**config.mk**
```make
export PLATFORM = sky130hd
export DESIGN_NAME = fetch_unit
export DESIGN_NICKNAME = d
export VERILOG_FILES = /design/src/rtl/fetch_unit.sv
export SDC_FILE = /design/constraint.sdc
export NUM_CORES = 1
export LEC_CHECK = 0
export BUFFER_PORTS_ARGS = -buffer_cell sky130_fd_sc_hd__buf_4
export CELL_PAD_IN_SITES_DETAIL_PLACEMENT = 1
export CELL_PAD_IN_SITES_GLOBAL_PLACEMENT = 1
export CORE_ASPECT_RATIO = 0.6
export CORE_UTILIZATION = 43
export DETAILED_ROUTE_END_ITERATION = 10
export GPL_ROUTABILITY_DRIVEN = 0
export MAX_ROUTING_LAYER = met4
export PLACE_DENSITY = 0.91
export SLEW_MARGIN = 5
export SYNTH_ARGS = -nofsm -noshare
export SYNTH_HDL_FRONTEND = slang
export SYNTH_SLANG_ARGS = --single-unit
```
**constraint.sdc**
```tcl
create_clock -name clk -period 5.25 [get_ports clk]
set_clock_uncertainty 0.1 [all_clocks]
set_input_delay 0.2625 -clock clk [delete_from_list [all_inputs] [get_ports clk]]
set_output_delay 0.2625 -clock clk [all_outputs]
set_load 0.005 [all_outputs]
```
**src/rtl/fetch_unit.sv**
```systemverilog
// -----------------------------------------------------------------------------
// fetch_unit
//   Instruction-fetch stage of the RV32I core. Owns the program counter, drives
//   the synchronous-read instruction memory and hands a registered
//   instruction/PC pair to decode. A one-entry skid buffer absorbs the word that
//   is already in flight when decode stalls; taken branches from execute
//   redirect the PC and squash any wrong-path word.
//
// Ports
//   clk          core clock, all state changes on posedge
//   rst_n        synchronous active-low reset
//   Stall        decode cannot accept a new instruction this edge
//   BranchTaken  execute redirects fetch this edge
//   BranchTarget redirect address (bits [1:0] ignored)
//   Address      fetch address to instruction memory (the PC)
//   Word         memory data for the Address sampled at the previous edge
//   InstrOut     instruction to decode
//   PcOut        PC of InstrOut
//   InstrValid   InstrOut/PcOut hold a real, non-squashed instruction
// -----------------------------------------------------------------------------
module fetch_unit #(
    parameter logic [31:0] RESET_PC = 32'h0000_0004
) (
    input  logic        clk,
    input  logic        rst_n,
    input  logic        Stall,
    input  logic        BranchTaken,
    input  logic [31:0] BranchTarget,
    output logic [31:0] Address,
    input  logic [31:0] Word,
    output logic [31:0] InstrOut,
    output logic [31:0] PcOut,
    output logic        InstrValid
);

    localparam int unsigned XLEN        = 32;
    localparam int unsigned INSTR_BYTES = 4;

    // Program counter and in-flight request tag
    logic [XLEN-1:0] pc_q,        pc_d;
    logic [XLEN-1:0] req_pc_q,    req_pc_d;
    logic            req_valid_q, req_valid_d;

    // Skid entry holding the word that arrived while decode was stalled
    logic [XLEN-1:0] skid_word_q,  skid_word_d;
    logic [XLEN-1:0] skid_pc_q,    skid_pc_d;
    logic            skid_valid_q, skid_valid_d;

    // IF/ID output register
    logic [XLEN-1:0] instr_q,       instr_d;
    logic [XLEN-1:0] pc_out_q,      pc_out_d;
    logic            instr_valid_q, instr_valid_d;

    logic [XLEN-1:0] target_aligned_c;
    logic [XLEN-1:0] pc_inc_c;
    logic            unused_tgt_bits;

    // Redirect targets are always word aligned; the low bits carry no meaning.
    assign target_aligned_c = {BranchTarget[XLEN-1:2], 2'b00};
    assign unused_tgt_bits  = ^BranchTarget[1:0];
    assign pc_inc_c         = pc_q + XLEN'(INSTR_BYTES);

    // Next-state: redirect beats stall beats advance
    always_comb begin
        pc_d          = pc_q;
        req_pc_d      = req_pc_q;
        req_valid_d   = req_valid_q;
        skid_word_d   = skid_word_q;
        skid_pc_d     = skid_pc_q;
        skid_valid_d  = skid_valid_q;
        instr_d       = instr_q;
        pc_out_d      = pc_out_q;
        instr_valid_d = instr_valid_q;

        if (BranchTaken) begin
            // Squash everything in flight; outputs keep their stale payload.
            pc_d          = target_aligned_c;
            req_valid_d   = 1'b0;
            skid_valid_d  = 1'b0;
            instr_valid_d = 1'b0;
        end else if (Stall) begin
            // PC holds, so no new request; park the arriving word if any.
            req_valid_d = 1'b0;
            if (req_valid_q && !skid_valid_q) begin
                skid_word_d  = Word;
                skid_pc_d    = req_pc_q;
                skid_valid_d = 1'b1;
            end
        end else begin
            // The skid entry is older than anything in flight, so it goes first.
            if (skid_valid_q) begin
                instr_d       = skid_word_q;
                pc_out_d      = skid_pc_q;
                instr_valid_d = 1'b1;
                skid_valid_d  = 1'b0;
            end else begin
                instr_d       = Word;
                pc_out_d      = req_pc_q;
                instr_valid_d = req_valid_q;
            end
            req_pc_d    = pc_q;
            req_valid_d = 1'b1;
            pc_d        = pc_inc_c;
        end
    end

    // State registers with synchronous reset
    always_ff @(posedge clk) begin
        if (!rst_n) begin
            pc_q          <= RESET_PC;
            req_pc_q      <= '0;
            req_valid_q   <= 1'b0;
            skid_word_q   <= '0;
            skid_pc_q     <= '0;
            skid_valid_q  <= 1'b0;
            instr_q       <= '0;
            pc_out_q      <= '0;
            instr_valid_q <= 1'b0;
        end else begin
            pc_q          <= pc_d;
            req_pc_q      <= req_pc_d;
            req_valid_q   <= req_valid_d;
            skid_word_q   <= skid_word_d;
            skid_pc_q     <= skid_pc_d;
            skid_valid_q  <= skid_valid_d;
            instr_q       <= instr_d;
            pc_out_q      <= pc_out_d;
            instr_valid_q <= instr_valid_d;
        end
    end

    // A parked word means the PC was held, so no request can be outstanding.
    always @(posedge clk) begin
        if (rst_n) begin
            assert (!(skid_valid_q && req_valid_q));
        end
    end

    assign Address    = pc_q;
    assign InstrOut   = instr_q;
    assign PcOut      = pc_out_q;
    assign InstrValid = instr_valid_q;

endmodule

```
**Word level (Yosys, flattened, before mapping)**

Cells that the tools add are included.

- Input port bits: 68
- Output and inout bits: 97
- Word-level logic and storage cells: 27
- Register bits: 195

- Reduce and logical (&&, ||, !) cells: 6
- Bitwise logic cells: 3
- Add/sub/neg operators: 1
- Equality and inequality tests: 1
- Muxes and demuxes: 6

Operators by type and width:

| operator | count |
|---|---|
| $mux 32 | 4 |
| $add 32x3->32 const B | 1 |
| $not 1->1 | 3 |
| $reduce_and 3->1 | 1 |
| $reduce_or 3->1 | 1 |
| $mux 1 | 2 |
| $ne 2x1->1 const B | 1 |
| $reduce_and 2->1 | 1 |
| $reduce_or 2->1 | 1 |
| $logic_and 1x1->1 | 1 |
| $logic_not 1->1 | 1 |

**Logic depth before layout (Yosys ltp)**

- Depth in word-level cells: 3
- Gate-level depth with buffers: 6
- Mapped depth without buffers: 5

**Worst setup path after synthesis**

No wires, ideal clock.

- Kind: register to register
- From: reg pc_q[13], in the netlist Address[13]
- To: reg pc_q[29], in the netlist Address[29]
- Cell stages (with the launch flop): 6
- Period minus slack after synthesis: 2012 ps
- Slack: 3238 ps
- Arrival time: 1790 ps
- Library setup time: 122 ps
- Buffers on the path: 1
- Data required time: 5028 ps
- Cell sequence: dfxtp_1 > clkbuf_2 > nand4_2 > or4_4 > or3_1 > a311o_1

- Word-level cells in the longest chain between the ends: 3

Ends and longest elaborated chain:

| item | line | text |
|---|---|---|
| start, declared | 40 | `logic [XLEN-1:0] pc_q, pc_d;` |
| start signal, assigned | 120 | `pc_q <= pc_d;` |
| $add 32x3->32 | 61 | `assign pc_inc_c = pc_q + XLEN'(INSTR_BYTES);` |
| $mux 32 | 81 | `end else if (Stall) begin` |
| $mux 32 | 75 | `if (BranchTaken) begin` |

Every way passes these cells. The select of a mux whose other input is x is not followed.
A chain may end at the register's enable or synchronous reset.

**Worst setup path after layout**

- From: reg skid_valid_q
- To: reg skid_word_q[25]

- Word-level cells in the longest chain between the ends: 3

Ends and longest elaborated chain:

| item | line | text |
|---|---|---|
| start, declared | 47 | `logic skid_valid_q, skid_valid_d;` |
| start signal, assigned | 125 | `skid_valid_q <= skid_valid_d;` |
| $logic_not 1->1 | 84 | `if (req_valid_q && !skid_valid_q) begin` |
| $logic_and 1x1->1 | 84 |  |
| $reduce_and 3->1 (no source line) | n/a |  |
| end signal, assigned | 123 | `skid_word_q <= skid_word_d;` |
| end, declared | 45 | `logic [XLEN-1:0] skid_word_q, skid_word_d;` |

Every way passes these cells.

==> results_dict.tcl <==
set metrics [dict create \
    worstRegToRegCells 5 \
    yosysTopAreaCellShare_pct 48.65 \
    whs_path_depth 3 \
    die_width_um 174.7 \
    cts_tree "built" \
    dp_cells 1234 \
    final_core_util_pct 57.36 \
    cp-end-kind "register" \
    ios 165 \
    mappedNetlistArea_um2 7695 \
    nNetsFinal 1126 \
    insertion_delay_ns 0.44 \
    wl_mm 23.52 \
    drive_gt1_share_pct 20.09 \
    fin_crit_ns 2.293 \
    via_per_inst 5.553 \
    p_seq_share_pct 49.3 \
    grt-ovfl-total 0 \
    p_leak_nw 3.570 \
    intPower_w 0.002275 \
    cellPowerDensity_nw_per_um2 313.6 \
    outcome "complete, no violations" \
    grt_pass1_vias 7400 \
    stdcell_count 1304 \
    clockBufferDepth 2 \
    core_um2 17310 \
    cts_made_buffers 17 \
    antenna_found_initial 0 \
    power.share.clock_pct 40.5 \
    grt_pass1_wl_mm 38.09 \
    die_area_um2 18450 \
    fmax_mhz 436.2 \
    rsz0062_at_grt "no" \
    dieHeight_um 105.6 \
    start_util_pct 44.44 \
    synth_ff_type "dfxtp_1" \
    synth_edf_count 0 \
    cp_max_fo 34 \
    gr-usage-all-layers_pct 26.71 \
    swShare_pct 26.96 \
    fp-row-count 37 \
    clkTransAtPathRegs_ns 0.08 \
    synth.largest_area_cell "dfxtp_1" \
    area_growth_pct 29.06 \
    ant_nets 0 \
    peakVddDrop_uv 248.7 \
    hold_path_class "input pin to register" \
    dpl.hpwl_mm 15.04 \
    seq_area_frac_synth_pct 48.65 \
    syn_area_per_cell_um2 8.484 \
    path_class "register to register" \
    synthArstFlopShare_pct 0 \
    antenna_cells 0 \
    drt-pass1-iter-count 5 \
    portBuffers 158 \
    postCtsSetupBuffers 0 \
    drc 0 \
    wl_per_cell_um 18.04 \
    htree_levels 4 \
    finalCritPeriodShare_pct 43.67 \
    cts.sinks 187 \
    worst_pin_slew_ns 0.9723 \
    ys_types 50 \
    synthTopCellsByCount "nand2_1 (201), dfxtp_1 (187), a21oi_1 (97)" \
    slew_viol_final 0 \
    ys_ff_latch 187 \
    final.setup.tns_ns 0 \
    fin_area_um2 9931 \
    combPwrFrac_pct 10.2 \
    setup-violations-final 0 \
    placed_cell_area_um2 8977 \
    synth_most_common_cell "nand2_1" \
    netlist_top_cells_area "dfxtp_1 (49%), nand2_1 (9.8%), mux2i_1 (8.6%)" \
    p_switching_w 0.0008395 \
    cts_root_buf "clkbuf_16" \
    startpoint_type "register" \
    cts_hold_buf 38 \
    drtIter0Drc 422 \
    ys_warn_count 0 \
    syn_inst 907 \
    vias 7241 \
    grt_max_degree 93 \
    critPathRequiredTime_ns 5.49 \
    cap_violations 0 \
    finalHoldViolCount 0 \
    slew-limit-headroom_pct 35.18 \
    fill_cells 2058 \
    cts_resized 0 \
    arrival_ns 2.54 \
]
cells in the final DEF (no fill, tap or decap), drive strengths merged, types with 2 or more instances in the layout:
cell type      n
and4           5
o311ai         5
mux2i         66
nand4         10
nand3         15
clkbuf        18
or4           10
o211ai         7
inv           10
dfxtp        187
nor3           3
and4b          2
or2            2
a31oi         10
conb           4
nor2          72
a211oi        64
nor4b          2
nand2b         3
o21ai         19
dlygate4sd3   38
buf          168
o31ai          7
nand2        201
clkinv         7
a32oi          2
o31a           2
a21oi         97
xor2           8
and2           3
or3            9
critical path, cell delays in order (launching register included):
cell and delay (ns):
dfxtp_4 0.52, buf_4 0.40, nor4bb_4 0.37, buf_4 0.43
nand2_1 0.14, a21oi_1 0.21
per-stage QoR:
step                      power, W  worst slack [ns]  hold WS, ns
after floorplan           0.001693             3.238       0.2985
after global placement    0.001846             2.926       0.3413
after detailed placement  0.001858             2.902       0.3491
after CTS                 0.003131             2.981    0.0002481
after global routing      0.003227             2.855    0.0005643
final                     0.003114             2.957     0.004716
state kept, by name (all words and copies together) (netlist names):
| signal | flops |
|---|---|
| PcOut | 30 |
| req_valid_q | 1 |
| skid_pc_q | 30 |
| skid_valid_q | 1 |
| req_pc_q | 30 |
| InstrOut | 32 |
| skid_word_q | 32 |
| InstrValid | 1 |
| Address | 30 |
cell type report:
type	count	area (µm²)	share of cell area (%)
sequential	187	3747	37.73
multi-input combinational	641	3659	36.84
timing repair buffer	206	1642	16.53
clock buffer	18	439.2	4.422
tap	234	292.8	2.948
clock inverter	14	133.9	1.348
inverter	4	17.52	0.1764
power by group through the flow:
stage	combinational, W	clock [W]	sequential, W
after floorplan	0.000143	0	0.00155
after global placement	0.000282	0	0.00156
after detailed placement	0.000291	0	0.00157
after CTS	0.000315	0.00128	0.00153
after global routing	0.000347	0.00134	0.00154
final	0.000317	0.00126	0.00154
per-layer routing:
layer / vias to the layer above / global-route usage (%) / part of all wire, %
met4: 0 / 7.453 / 1.4
met5: - / - / 0
met1: 3508 / 33.98 / 46
met3: 30 / 5.700 / 5.9
met2: 208 / 42.91 / 47
li1: 3495 / - / -
kinds of logic (layout without fill, tap and decap cells):
| group | Yosys count | count (layout) | synth area share, % |
|---|---|---|---|
| simple gates | 342 | 342 | 19.51 |
| compound gates | 219 | 219 | 17.77 |
| flops | 187 | 187 | 48.65 |
| buf+inv | 82 | 242 | 4.244 |
| mux | 66 | 66 | 8.585 |
| xor+xnor | 9 | 9 | 1.024 |
| fa+ha+maj | 1 | 1 | 0.1626 |
| other cells | 1 | 4 | 0.04873 |
worst paths after layout:
kind	start	end	slack [ns]
setup / recovery	skid_valid_q	skid_word_q[25]	2.96
hold / removal	BranchTarget[8]	Address[8]	0.005
setup reg to reg	skid_valid_q	skid_word_q[25]	2.96
hold reg to reg	skid_word_q[2]	skid_word_q[2]	0.36
No activity file was read; power rests on OpenSTA's default activity.
